[src/rtl/ucc_guard_pkg.sv]
// ucc_guard_pkg
//   Shared definitions for the UCC stack guard: FSM state encoding,
//   violation cause codes and the depth-counter width helper.
//   No ports; imported by ebp_lifo and ucc_stack_guard.
package ucc_guard_pkg;

   typedef enum logic [1:0] {
      STATE_IDLE   = 2'b00,
      STATE_ACTIVE = 2'b01,
      STATE_VIOL   = 2'b11
   } state_t;

   typedef enum logic [2:0] {
      CAUSE_NONE         = 3'd0,
      CAUSE_WRITE        = 3'd1,
      CAUSE_SP_MISMATCH  = 3'd2,
      CAUSE_ILLEGAL_EXIT = 3'd3,
      CAUSE_OVERFLOW     = 3'd4
   } cause_t;

   // Bits needed to count 0..depth inclusive.
   function automatic int depth_w(input int depth);
      return $clog2(depth + 1);
   endfunction

endpackage

[src/rtl/ucc_stack_guard_lifo.sv]
// ebp_lifo
//   LIFO of saved {ebp, region id} pairs, one entry per nesting level.
//   Ports:
//     i_clk               clock
//     i_push/i_pop        push {i_ebp,i_id} / drop the top entry
//     i_clear             synchronous clear of all entries (highest priority)
//     o_top_ebp/o_top_id  top entry (0 when empty)
//     o_below_id          id of the entry below the top (0 when depth<2)
//     o_depth             number of valid entries
//     o_full/o_empty      occupancy flags
//   A push while full is dropped; the caller flags overflow instead.
module ebp_lifo
   import ucc_guard_pkg::*;
#(
   parameter int ADDR_W = 16,
   parameter int ID_W   = 3,
   parameter int DEPTH  = 4,
   parameter int CNT_W  = depth_w(DEPTH)
) (
   input  logic              i_clk,
   input  logic              i_push,
   input  logic              i_pop,
   input  logic              i_clear,
   input  logic [ADDR_W-1:0] i_ebp,
   input  logic [ID_W-1:0]   i_id,
   output logic [ADDR_W-1:0] o_top_ebp,
   output logic [ID_W-1:0]   o_top_id,
   output logic [ID_W-1:0]   o_below_id,
   output logic [CNT_W-1:0]  o_depth,
   output logic              o_full,
   output logic              o_empty
);

   logic [ADDR_W-1:0] r_ebp [DEPTH];
   logic [ID_W-1:0]   r_id  [DEPTH];
   logic [CNT_W-1:0]  r_cnt;

   always_ff @(posedge i_clk) begin
      if (i_clear) begin
         r_cnt <= '0;
         for (int i = 0; i < DEPTH; i++) begin
            r_ebp[i] <= '0;
            r_id[i]  <= '0;
         end
      end else if (i_push && !o_full) begin
         for (int i = 0; i < DEPTH; i++) begin
            if (i == int'(r_cnt)) begin
               r_ebp[i] <= i_ebp;
               r_id[i]  <= i_id;
            end
         end
         r_cnt <= r_cnt + CNT_W'(1);
      end else if (i_pop && !o_empty) begin
         r_cnt <= r_cnt - CNT_W'(1);
      end
   end

   // Loop-based read mux keeps indexing legal for every DEPTH, including 1.
   always_comb begin
      o_top_ebp  = '0;
      o_top_id   = '0;
      o_below_id = '0;
      for (int i = 0; i < DEPTH; i++) begin
         if (int'(r_cnt) == i + 1) begin
            o_top_ebp = r_ebp[i];
            o_top_id  = r_id[i];
         end
         if (int'(r_cnt) == i + 2) begin
            o_below_id = r_id[i];
         end
      end
   end

   assign o_depth = r_cnt;
   assign o_full  = (int'(r_cnt) == DEPTH);
   assign o_empty = (r_cnt == '0);

endmodule

[src/rtl/ucc_stack_guard.sv]
// ucc_stack_guard
//   Guards nested untrusted-code-container regions: keeps a LIFO of saved
//   frame pointers, checks stack writes, returns, exits and nesting depth,
//   and raises a sticky reset request with the cause of the first violation.
//   Ports:
//     clk, system_reset_n   clock, synchronous active-low reset
//     pc, inst_changed      program counter / new-instruction strobe
//     data_addr, data_wr    data bus write address and strobe
//     stack_pointer         current SP
//     outside_ucc, ucc_id   region membership of pc
//     reset                 registered reset request to the core
//     depth, base_pointer   current nesting depth and top-of-LIFO ebp
//     viol_cause            latched cause of the first violation
module ucc_stack_guard
   import ucc_guard_pkg::*;
#(
   parameter int                ADDR_W        = 16,
   parameter int                DEPTH         = 4,
   parameter int                ID_W          = 3,
   parameter logic [ADDR_W-1:0] RESET_HANDLER = '0,
   parameter logic [ADDR_W-1:0] STACK_FLOOR   = '0
) (
   input  logic                      clk,
   input  logic                      system_reset_n,
   input  logic [ADDR_W-1:0]         pc,
   input  logic                      inst_changed,
   input  logic [ADDR_W-1:0]         data_addr,
   input  logic                      data_wr,
   input  logic [ADDR_W-1:0]         stack_pointer,
   input  logic                      outside_ucc,
   input  logic [ID_W-1:0]           ucc_id,
   output logic                      reset,
   output logic [depth_w(DEPTH)-1:0] depth,
   output logic [ADDR_W-1:0]         base_pointer,
   output logic [2:0]                viol_cause
);

   localparam int CNT_W = depth_w(DEPTH);

   state_t            r_state;
   logic              r_reset;
   cause_t            r_cause;

   state_t            w_state_nxt;
   logic              w_ev_push, w_ev_pop;
   logic              w_wr_bad, w_sp_bad, w_exit_bad, w_ovf, w_viol;
   logic              w_push, w_pop, w_clear, w_reset_nxt;
   cause_t            w_cause, w_cause_nxt;

   logic [ADDR_W-1:0] w_top_ebp;
   logic [ID_W-1:0]   w_top_id, w_below_id;
   logic [CNT_W-1:0]  w_depth;
   logic              w_full, w_empty;

   ebp_lifo #(
      .ADDR_W (ADDR_W),
      .ID_W   (ID_W),
      .DEPTH  (DEPTH)
   ) u_lifo (
      .i_clk      (clk),
      .i_push     (w_push),
      .i_pop      (w_pop),
      .i_clear    (w_clear),
      .i_ebp      (stack_pointer),
      .i_id       (ucc_id),
      .o_top_ebp  (w_top_ebp),
      .o_top_id   (w_top_id),
      .o_below_id (w_below_id),
      .o_depth    (w_depth),
      .o_full     (w_full),
      .o_empty    (w_empty)
   );

   // State register; reset parks the guard in VIOL so the core stays held
   // until it reaches the reset handler.
   always_ff @(posedge clk) begin
      if (!system_reset_n) begin
         r_state <= STATE_VIOL;
         r_reset <= 1'b1;
         r_cause <= CAUSE_NONE;
      end else begin
         r_state <= w_state_nxt;
         r_reset <= w_reset_nxt;
         r_cause <= w_cause_nxt;
      end
   end

   // Next-state: decode region events and rule checks against the
   // pre-update top entry.
   always_comb begin
      w_state_nxt = r_state;
      w_ev_push   = 1'b0;
      w_ev_pop    = 1'b0;
      w_wr_bad    = 1'b0;
      w_sp_bad    = 1'b0;
      w_exit_bad  = 1'b0;
      w_ovf       = 1'b0;
      case (r_state)
         STATE_VIOL: begin
            if (pc == RESET_HANDLER && !data_wr) w_state_nxt = STATE_IDLE;
         end
         STATE_IDLE: begin
            if (inst_changed && !outside_ucc) begin
               w_ev_push   = 1'b1;
               w_state_nxt = STATE_ACTIVE;
            end
         end
         STATE_ACTIVE: begin
            w_wr_bad = !outside_ucc && data_wr &&
                       (data_addr < STACK_FLOOR || data_addr >= w_top_ebp);
            if (inst_changed) begin
               if (outside_ucc) begin
                  w_exit_bad  = (int'(w_depth) != 1);
                  w_sp_bad    = (stack_pointer != w_top_ebp);
                  w_ev_pop    = 1'b1;
                  w_state_nxt = STATE_IDLE;
               end else if (ucc_id != w_top_id) begin
                  // Moving back to the caller's region is a return; any
                  // other new region is a nested call.
                  if (int'(w_depth) >= 2 && ucc_id == w_below_id) begin
                     w_sp_bad = (stack_pointer != w_top_ebp);
                     w_ev_pop = 1'b1;
                  end else begin
                     w_ovf     = w_full;
                     w_ev_push = 1'b1;
                  end
               end
            end
         end
         default: w_state_nxt = STATE_VIOL;
      endcase
      w_viol = w_wr_bad || w_sp_bad || w_exit_bad || w_ovf;
      if (w_viol) w_state_nxt = STATE_VIOL;
   end

   // Outputs: LIFO commands, reset request and cause latching.
   always_comb begin
      w_push  = w_ev_push && !w_viol;
      w_pop   = w_ev_pop && !w_viol;
      w_clear = !system_reset_n || w_viol;

      if (w_wr_bad)        w_cause = CAUSE_WRITE;
      else if (w_sp_bad)   w_cause = CAUSE_SP_MISMATCH;
      else if (w_exit_bad) w_cause = CAUSE_ILLEGAL_EXIT;
      else if (w_ovf)      w_cause = CAUSE_OVERFLOW;
      else                 w_cause = CAUSE_NONE;

      w_reset_nxt = (w_state_nxt == STATE_VIOL);

      // Only the first violation is recorded; leaving VIOL clears it.
      w_cause_nxt = r_cause;
      if (r_state == STATE_VIOL && w_state_nxt == STATE_IDLE)
         w_cause_nxt = CAUSE_NONE;
      else if (w_viol && r_cause == CAUSE_NONE)
         w_cause_nxt = w_cause;
   end

   assign reset        = r_reset;
   assign depth        = w_depth;
   assign base_pointer = w_empty ? '0 : w_top_ebp;
   assign viol_cause   = r_cause;

endmodule

[config.mk]
export PLATFORM = sky130hd
export DESIGN_NAME = ucc_stack_guard
export DESIGN_NICKNAME = d
export VERILOG_FILES = /design/src/rtl/ucc_guard_pkg.sv /design/src/rtl/ucc_stack_guard_lifo.sv /design/src/rtl/ucc_stack_guard.sv
export SDC_FILE = /design/constraint.sdc
export NUM_CORES = 1
export LEC_CHECK = 0
export ABC_AREA = 1
export CAP_MARGIN = 20
export CELL_PAD_IN_SITES_DETAIL_PLACEMENT = 2
export CELL_PAD_IN_SITES_GLOBAL_PLACEMENT = 2
export CORE_MARGIN = 5
export CORE_UTILIZATION = 33
export CTS_BUF_LIST = sky130_fd_sc_hd__clkbuf_4
export CTS_CLUSTER_SIZE = 12
export DETAILED_ROUTE_END_ITERATION = 8
export PLACE_DENSITY_LB_ADDON = 0.25
export SETUP_SLACK_MARGIN = 0.3
export SLEW_MARGIN = 20
export SYNTH_ARGS = -nofsm -noshare
export SYNTH_HDL_FRONTEND = slang
export SYNTH_SLANG_ARGS = --single-unit
[constraint.sdc]
create_clock -name clk -period 4.2 [get_ports clk]
set_clock_uncertainty 0.1 [all_clocks]
set_input_delay 0.42 -clock clk [delete_from_list [all_inputs] [get_ports clk]]
set_output_delay 0.42 -clock clk [all_outputs]
set_load 0.05 [all_outputs]
# ---- Word-level counts from Yosys, hierarchy flattened
# Memories as Yosys holds them, arrays and structs flattened.
# Index checks and enable logic that the tools add are counted.
dict set report word_totals {
  register_bits 9
  latch_bits 0
  ramBits 76
  mem_bits_ro 0
  input_bits 56
  out_inout_bits 23
  elab_cells 141
  mem_count 2
}
dict set report classes {
  addsub 2
  mul 0
  div 0
  n_lt_le_gt_ge 3
  n_eq_ne 15
  n_shift 0
  n_mux 76
  bitwise 9
  reduce_logical 30
}
# memory words word_bits rd rd_ports_with_merged_regs write_ports line
set memory_table {}
lappend memory_table {u_lifo.r_ebp 4 16 4 0 4 ucc_stack_guard_lifo.sv:34} ;# logic [ADDR_W-1:0] r_ebp [DEPTH];
lappend memory_table {u_lifo.r_id 4 3 4 0 4 ucc_stack_guard_lifo.sv:35} ;# logic [ID_W-1:0] r_id [DEPTH];
# cell count
set op_table {}
lappend op_table {{16-bit two-way mux} 9}
lappend op_table {{3-bit two-way mux} 18}
lappend op_table {{1-bit two-way mux} 42}
lappend op_table {{16-bit >= comparator} 1}
lappend op_table {{16-bit logical NOT} 1}
lappend op_table {{16-bit by 1-bit < comparator with 1-bit output (second input constant)} 1}
lappend op_table {{16-bit inequality test} 1}
lappend op_table {{3-bit == test (second input constant)} 4}
lappend op_table {{1-bit logical AND} 11}
lappend op_table {{2-bit two-way mux} 5}
lappend op_table {{3-bit logical NOT} 3}
lappend op_table {{1-bit OR} 8}
lappend op_table {{3-bit == test (first input constant)} 2}
lappend op_table {{1-bit logical NOT} 6}
lappend op_table {{2-bit case mux with 3 select lines} 1}
lappend op_table {{1-bit logical OR} 5}
lappend op_table {{2-bit == test (second input constant)} 2}
lappend op_table {{2-bit logical NOT} 2}
lappend op_table {{3-bit by 1-bit adder with 3-bit output (second input constant)} 1}
lappend op_table {{2-bit by 3-bit == test with 1-bit output (first input constant)} 1}
lappend op_table {{3-bit by 2-bit == test with 1-bit output (second input constant)} 1}
lappend op_table {{3-bit == test} 1}
lappend op_table {{3-bit by 2-bit >= comparator with 1-bit output (second input constant)} 1}
lappend op_table {{3-bit by 2-bit inequality test with 1-bit output (second input constant)} 1}
lappend op_table {{other kinds (7)} 7}

# ---- Logic depth before layout (Yosys ltp)
# Gate-level depths: netlist (run 1).
dict set report logic_depth {
  depth_word 22
  depth_mapped 26
  ltp_nobuf 24
}

# ---- Hierarchy
# From an unflattened synthesis (run 1), not the netlist that was laid out.
dict set report hier_totals {
  hier_cells 562
  area_unflattened_um2 4804.6
}
# mod n_inst cells_each area_per_inst_um2 seq_area_each_um2
set modules_own_cells {}
lappend modules_own_cells {ebp_lifo 1 342 3552.2 2342.2}
lappend modules_own_cells {ucc_stack_guard 1 220 1252.5 120.1}

# ---- Worst setup path after synthesis (run 1)
# No wires, ideal clock.
dict set report synth_path {
  kind {register to register}
  startpoint {register u_lifo.r_cnt[0] (netlist: u_lifo.o_depth[0])}
  endpoint {memory u_lifo.r_ebp[0][0] (enable)}
  setup_time_ns 0.387
  arrival_time_ns 3.712
  required_time_ns 3.713
  slack_ns 0.001
  path_stages_with_launch 19
  path_cell_list {dfxtp_1 > inv_2 > buf_2 > buf_6 > nand4_1 > nand4_1 > inv_1 > ha_1 > a21oi_1 > o21ai_0 > nand2_1 > o211ai_1 > nand2_1 > nand3_1 > nand4_1 > nand4_2 > nor2_4 > buf_4 > nand2_1}
}
# item line
set synth_lines {}
lappend synth_lines {{from (decl)} ucc_stack_guard_lifo.sv:36} ;# logic [CNT_W-1:0] r_cnt;
lappend synth_lines {{from (signal assigned)} ucc_stack_guard_lifo.sv:52} ;# r_cnt <= r_cnt + CNT_W'(1);
lappend synth_lines {{from (signal assigned)} ucc_stack_guard_lifo.sv:54} ;# r_cnt <= r_cnt - CNT_W'(1);
lappend synth_lines {{to (decl)} ucc_stack_guard_lifo.sv:34}

# ---- Worst setup path after layout (run 1)
dict set report layout_path {
  startpoint {register u_lifo.r_cnt[0] (netlist: u_lifo.o_depth[0])}
  endpoint {register u_lifo.r_cnt[2] (netlist: u_lifo.o_depth[2])}
}
dict set report layout_via {
  elab_chain_cells 19
  elab_cells_between_ends 67
  cone_classes {add/sub (2); order compare (2); eq/ne (9); mux (38); reduce/logical (16)}
}
# item
set layout_lines {}
lappend layout_lines {{parallel branches: the longest is 19 deep, another holds 16-bit >= comparator}}
# Several ways; the timed one is not identified. The select of a mux whose other input is x is not followed.
# A chain may end at the register's enable or synchronous reset.

==> results of run 1 <==
## cell families (layout without fill, tap and decap cells)
group                      Yosys count  in the layout  share of synthesized area
AOI/OAI and AO/OA                   29             29                    0.02938
adders and majority gates           17             17                    0.04274
other                                0              1                          0
and+or+nand+nor                    412            414                     0.3587
buffers and inverters              106            232                    0.09131
DFF                                 85             85                     0.4779
## power groups by stage
stage,clock [mW],sequential [mW],combinational [mW]
after floorplan,0,0.966,0.0618
after global placement,0,0.967,0.150
after detailed placement,0,0.970,0.159
after CTS,0.644,0.950,0.167
after global routing,0.685,0.953,0.185
final,0.643,0.950,0.170
## worst max-delay path by stage
stage / from / end / slack, ps / depth (start not counted)
4_1_cts: u_lifo.o_depth[1] / u_lifo.r_ebp[0][44] / 300 / 23
2_1_floorplan: u_lifo.o_depth[1] / u_lifo.o_depth[2] / 320 / 26
3_5_place_dp: u_lifo.o_depth[0] / u_lifo.r_ebp[0][44] / -20 / 19
5_1_grt: u_lifo.o_depth[0] / u_lifo.o_depth[2] / 20 / 23
6_report: u_lifo.o_depth[0] / u_lifo.o_depth[2] / 320 / 23
3_3_place_gp: u_lifo.o_depth[1] / u_lifo.o_depth[2] / 120 / 24
## state kept, by name, summed over array words and instances (netlist names)
signal,flops
u_lifo.r_id,12
u_lifo.r_ebp,64
u_lifo.o_depth,3
reset,1
r_state,2
viol_cause,3
## layout by cell type, fill, tap and decap left out, types with 13 or more instances in the layout
| cell type | Yosys | final |
|---|---|---|
| nand4_1 | 13 | 13 |
| ha_1 | 16 | 16 |
| nand2_1 | 218 | 212 |
| inv_1 | 87 | 87 |
| buf_4 | 3 | 32 |
| nand3_1 | 41 | 40 |
| a21oi_1 | 15 | 14 |
| clkdlybuf4s50_1 | 0 | 78 |
| edfxtp_1 | 76 | 76 |
| nor2_1 | 99 | 98 |
| nor2_2 | 12 | 14 |
## cells in the mapped netlist (all sizes together)
master    n  area [um2]
a21oi    15       75.07
a31oi     1       6.260
buf      15       126.4
dfxtp     9       180.2
edfxtp   76        2282
fa        1       20.02
ha       16       200.2
inv      91       344.1
nand2   221       837.1
nand3    46       277.8
nand4    15       115.1
nor2    117       540.5
nor3      5       25.02
nor4      4       25.02
o211ai    1       7.510
o21ai    11       55.05
o31ai     1       7.510
or2       2       12.51
or4       2       15.01
## area by class of cell
type | instances | area (um2)
tap | 211 | 264.0
sequential | 85 | 2474
inverter | 91 | 351.6
timing repair buffer | 125 | 1256
clock inverter | 7 | 123.9
antenna | 1 | 2.502
clock buffer | 9 | 67.56
multi-input combinational | 460 | 2295
fill | 1725 | 8424
## timing repair
action | 4_1_cts | 5_1_grt
pin swaps | 6 | 6
endpoints found under the setup margin | 158 | 155
setup buffers | 15 | 16
gates cloned | 2 | 0
gates resized for setup | 8 | 15
## worst max-delay path: stages (launching register included)
cell	delay [ps]
dfxtp_4	450
inv_2	70
nor2_4	240
buf_4	200
nand2_1	60
nand2_1	80
nand2_1	90
nand2_1	120
inv_1	70
ha_1	310
nand3_4	110
nor3_4	240
nand3_1	100
nand3_1	100
nand4_1	190
nand3_4	180
nor2_8	60
fa_1	400
inv_1	90
nor3_2	60
nor2_1	180
nand3_1	110
nand2_1	100
nor2_1	50
## metrics by stage
step	util	power (mW)	hold slack (ps)
4_1_cts	0.4362	1.760	456.5
3_5_place_dp	0.4091	1.128	421.6
2_1_floorplan	-	1.027	461.4
5_1_grt	0.4479	1.823	509.3
3_3_place_gp	0.4091	1.118	400.6
6_report	0.4479	1.763	472.7
## routing by layer
layer	wire, um	up-vias
met2	11020	129
met4	756	0
li1	-	2326
met5	0	-
met1	8710	2483
met3	949	42
==> run summary, run 1 <==
status = finished clean
DP Worst Slack = -21.19 ps
Worst Path Max Fanout = 7
DRT Wirelength = 21430 um
Final Max Tran Viols = 0
Finished Cell Area = 0.006834 mm2
Mapped Area = 0.005152 mm2
critical path arrival = 4180 ps
hold_sp = viol_cause[2]
FF-to-FF End = u_lifo.o_depth[2]
1st-pass router iterations = 4
Tmin final = 3875 ps
Internal Power = 1.322 mW
DR vias/cell = 5.035
Core Footprint = 0.01526 mm2
Mapped Cells = 649
root buffer cell = clkbuf_4
port buffer count = 78
Final Wtd Congestion = 0.7964
Hold Path Sink = viol_cause[2]
CTS clk-pin slew, worst paths = 170 ps
hold depth = 2
Clock Power Share = 0.365
Detail Placement HPWL = 13320 um
cell depth of the worst flop-to-flop path = 23
M3 GR Usage = 0.03577
all-layer global routing usage = 0.2190
Critical Path End Type = register
largest net degree at the start of global routing = 20
layer carrying the most global-route usage = met2
sw power = 0.4414 mW
sequential share of power = 0.539
via count = 4980
share of post-route cells with drive strength above 1 = 0.1454
first-pass GRT wire length = 30490 um
TritonCTS clock tree = done
final net count = 845
met1 global-route usage = 0.2630
vias in the first global route = 5585
fin cells = 989
crit start category = register
worst skew pair latency = 500 ps
final setup margin = 324.8 ps
drc violations = 0
Worst Tran Pin Value = 610.7 ps
sequential element share of the synthesized area = 0.4779
VDD IR max = 0.1729 mV
cts bufs inserted = 9
Rows = 45
I/O Pins = 79
Worst slew margin = 0.5891
die height = 135.0 um
level count of the clock H-tree = 3
Static Leak = 2.995 nW
Congestion Overflow GR = 0
Clock Path Buffers = 2
initial antenna violation count = 1
ANT nets after route = 0
GR Util met2 = 0.3924
Hold Crit Class = reg2reg
sw frac = 0.2504
initial core utilization = 0.3377
pwr dens = 258.0 mW/mm2
Final Hold Viols = 0
Hold-fix buffers, CTS = 0
Mean Syn Cell Area = 7.939 um2
crit share post-route = 0.9227
Finish-stage setup viols = 0
die area = 0.01821 mm2
fmax = 258.1 MHz
Yosys reg bits = 85
critical path class = reg2reg
Max Cap Viol = 0
clock sinks = 85
FF-to-FF setup slack = 320 ps
die width = 135.0 um
area grow syn2layout = 32.64%
Placed Instances = 939
number of DRC markers in iteration 0 = 272
drt wl/cell = 21.67 um
synthesis warning total = 0
Mapped Nets = 722
setup TNS = 0 ps
Unique masters post-synth = 32
Combinational Power Share = 0.096
RSZ-0062 raised after global routing = true
reg-to-reg startpoint = u_lifo.o_depth[0]
Worst EP required = 4500 ps
Placement Cell Area = 0.006242 mm2
(Power assumes the default switching activity.)
==> run 2, diff against run 1 <==
Settings changed: CORE_UTILIZATION 33 to 32, CTS_BUF_LIST sky130_fd_sc_hd__clkbuf_4 to sky130_fd_sc_hd__clkbuf_8 sky130_fd_sc_hd__clkbuf_16.
==> run 2 against run 1 <==
Against the previous run:
- setup slack worse by 12 ps
- cell area up 2.4%
- hold slack worse by 12 ps
- sequential share of layout area decreased by 0.84 points
- critical endpoint unchanged
- via count is 2.7% lower
- combinational power is essentially flat
- non-clock buffer count down 4
- highest routed layer unchanged
- register-to-register slack about the same
- final cell count is 0.10% lower
- flip-flop and latch count stayed put
==> run summary, run 2 (synthesized netlist as in run 1, its figures left out) <==
drc violations = 0
final setup margin = 312.9 ps
1st-pass router iterations = 4
first-pass GRT wire length = 28740 um
VDD IR max = 0.2157 mV
reg-to-reg startpoint = u_lifo.o_depth[2]
DRT Wirelength = 19820 um
port buffer count = 78
RSZ-0062 raised after global routing = true
TritonCTS clock tree = done
Congestion Overflow GR = 0
vias in the first global route = 5294
Static Leak = 3.055 nW
commonest non-fill, non-tap cell in the layout = nand2_1
cts bufs inserted = 9
die height = 136.9 um
level count of the clock H-tree = 3
initial core utilization = 0.3255
FF-to-FF End = u_lifo.o_depth[2]
Final Wtd Congestion = 0.7833
Worst slew margin = 0.6487
met1 global-route usage = 0.2570
registers with the most flip-flops = u_lifo.r_ebp (64), u_lifo.r_id (12)
fmax = 257.3 MHz
layer carrying the most global-route usage = met2
area grow syn2layout = 35.77%
I/O Pins = 79
cell depth of the worst flop-to-flop path = 22
DP Worst Slack = -173.0 ps
root buffer cell = clkbuf_16
Reg area = 0.002474 mm2
Finish-stage setup viols = 0
initial antenna violation count = 0
Core Footprint = 0.01583 mm2
Worst EP required = 4340 ps
Rows = 46
final net count = 840
setup TNS = 0 ps
Final Max Tran Viols = 0
pwr dens = 274.5 mW/mm2
hold_sp = viol_cause[2]
CTS clk-pin slew, worst paths = 60 ps
Worst Tran Pin Value = 525.3 ps
Worst Path Max Fanout = 10
Tmin final = 3887 ps
critical path class = reg2reg
crit start category = register
share of post-route cells with drive strength above 1 = 0.1528
Final Hold Viols = 0
overall power = 1.920 mW
status = finished clean
FF-to-FF setup slack = 310 ps
clock sinks = 85
crit share post-route = 0.9255
drt wl/cell = 20.06 um
Final Core Density = 0.4420
Setup crit end = u_lifo.o_depth[2]
DR vias/cell = 4.904
area occupied by multi-input gates = 0.002350 mm2
ANT nets after route = 0
critical path arrival = 4030 ps
Top reg by flops = u_lifo.r_ebp
Max Cap Viol = 0
GR Util met2 = 0.3664
die area = 0.01874 mm2
commonest cells after routing, fill and taps aside = nand2_1 (207), nor2_1 (97), inv_1 (86), clkdlybuf4s50_1 (78), edfxtp_1 (76)
M3 GR Usage = 0.02831
ant diodes = 0
largest net degree at the start of global routing = 20
die width = 136.9 um
CP startpoint = u_lifo.o_depth[2]
Layout fillers = 1755
Hold Crit Class = reg2reg
Detail Placement HPWL = 12860 um
max reg flops = 64
Critical Path End Type = register
via count = 4845
Clock Path Buffers = 2
all-layer global routing usage = 0.2046
number of DRC markers in iteration 0 = 148
worst skew pair latency = 350 ps
==> run 2: area by class of cell <==
cell class / count / area share
Multi-Input combinational cell: 459 / 0.3359
Tap cell: 216 / 0.03863
Clock inverter: 7 / 0.008049
Inverter: 91 / 0.05026
Clock buffer: 9 / 0.03219
Sequential cell: 85 / 0.3536
Timing Repair Buffer: 121 / 0.1814
==> run 2: repair_timing <==
| item | 4_1_cts | 5_1_grt |
|---|---|---|
| gates resized for setup | 13 | 25 |
| endpoints found under the setup margin | 155 | 155 |
| hold buffers | 0 | 0 |
| setup buffers | 18 | 14 |
| endpoints found under the hold margin | 0 | 0 |
| pin swaps | 7 | 11 |
| gates cloned | 1 | 2 |
==> run 2: routing by layer <==
metal  vias to the layer above  share of wire
met5                         -              0
met4                         0          0.019
met3                        17          0.035
met2                        91           0.52
met1                      2419           0.43
li1                       2318              -
==> run 2: report_power, final <==
part	internal [mW]	leakage (nW)	total [mW]	switching (mW)
sequential	0.940	0.860	0.950	0.00976
clock	0.452	0.141	0.801	0.348
combinational	0.0800	2.05	0.170	0.0899
==> run 2: stage by stage <==
step	cells	hold WS, ps	instance area (um2)
floorplan	649	461.4	5166
global placement	937	391.8	6183
detailed placement	937	432.3	6183
CTS	972	463.6	6735
global route	988	504.0	6995
finish	988	460.6	6995
==> run 2: worst min-delay path by stage <==
stage | end | slack (ps) | depth (start not counted)
after global placement | viol_cause[2] | 390 | 2
after global routing | viol_cause[2] | 500 | 2
after floorplan | r_state[0] | 460 | 3
after CTS | viol_cause[0] | 460 | 2
after detailed placement | viol_cause[2] | 430 | 2
final | viol_cause[2] | 460 | 2
==> run 2: critical path, cell delays in order (launching register included) <==
cell and delay, ps:
dfxtp_4 380, buf_4 180, nor2_8 180, buf_12 140
nand2_1 60, nand2_1 80, nand2_1 70, nand2_1 110
inv_1 60, ha_1 320, a21oi_1 160, o21ai_1 130
a21oi_2 180, nand3_2 120, nand4_1 220, nand3_4 140
nor2_8 250, fa_1 280, inv_1 70, nor3_1 190
nor2_1 80, a21oi_1 180, nor2_1 80
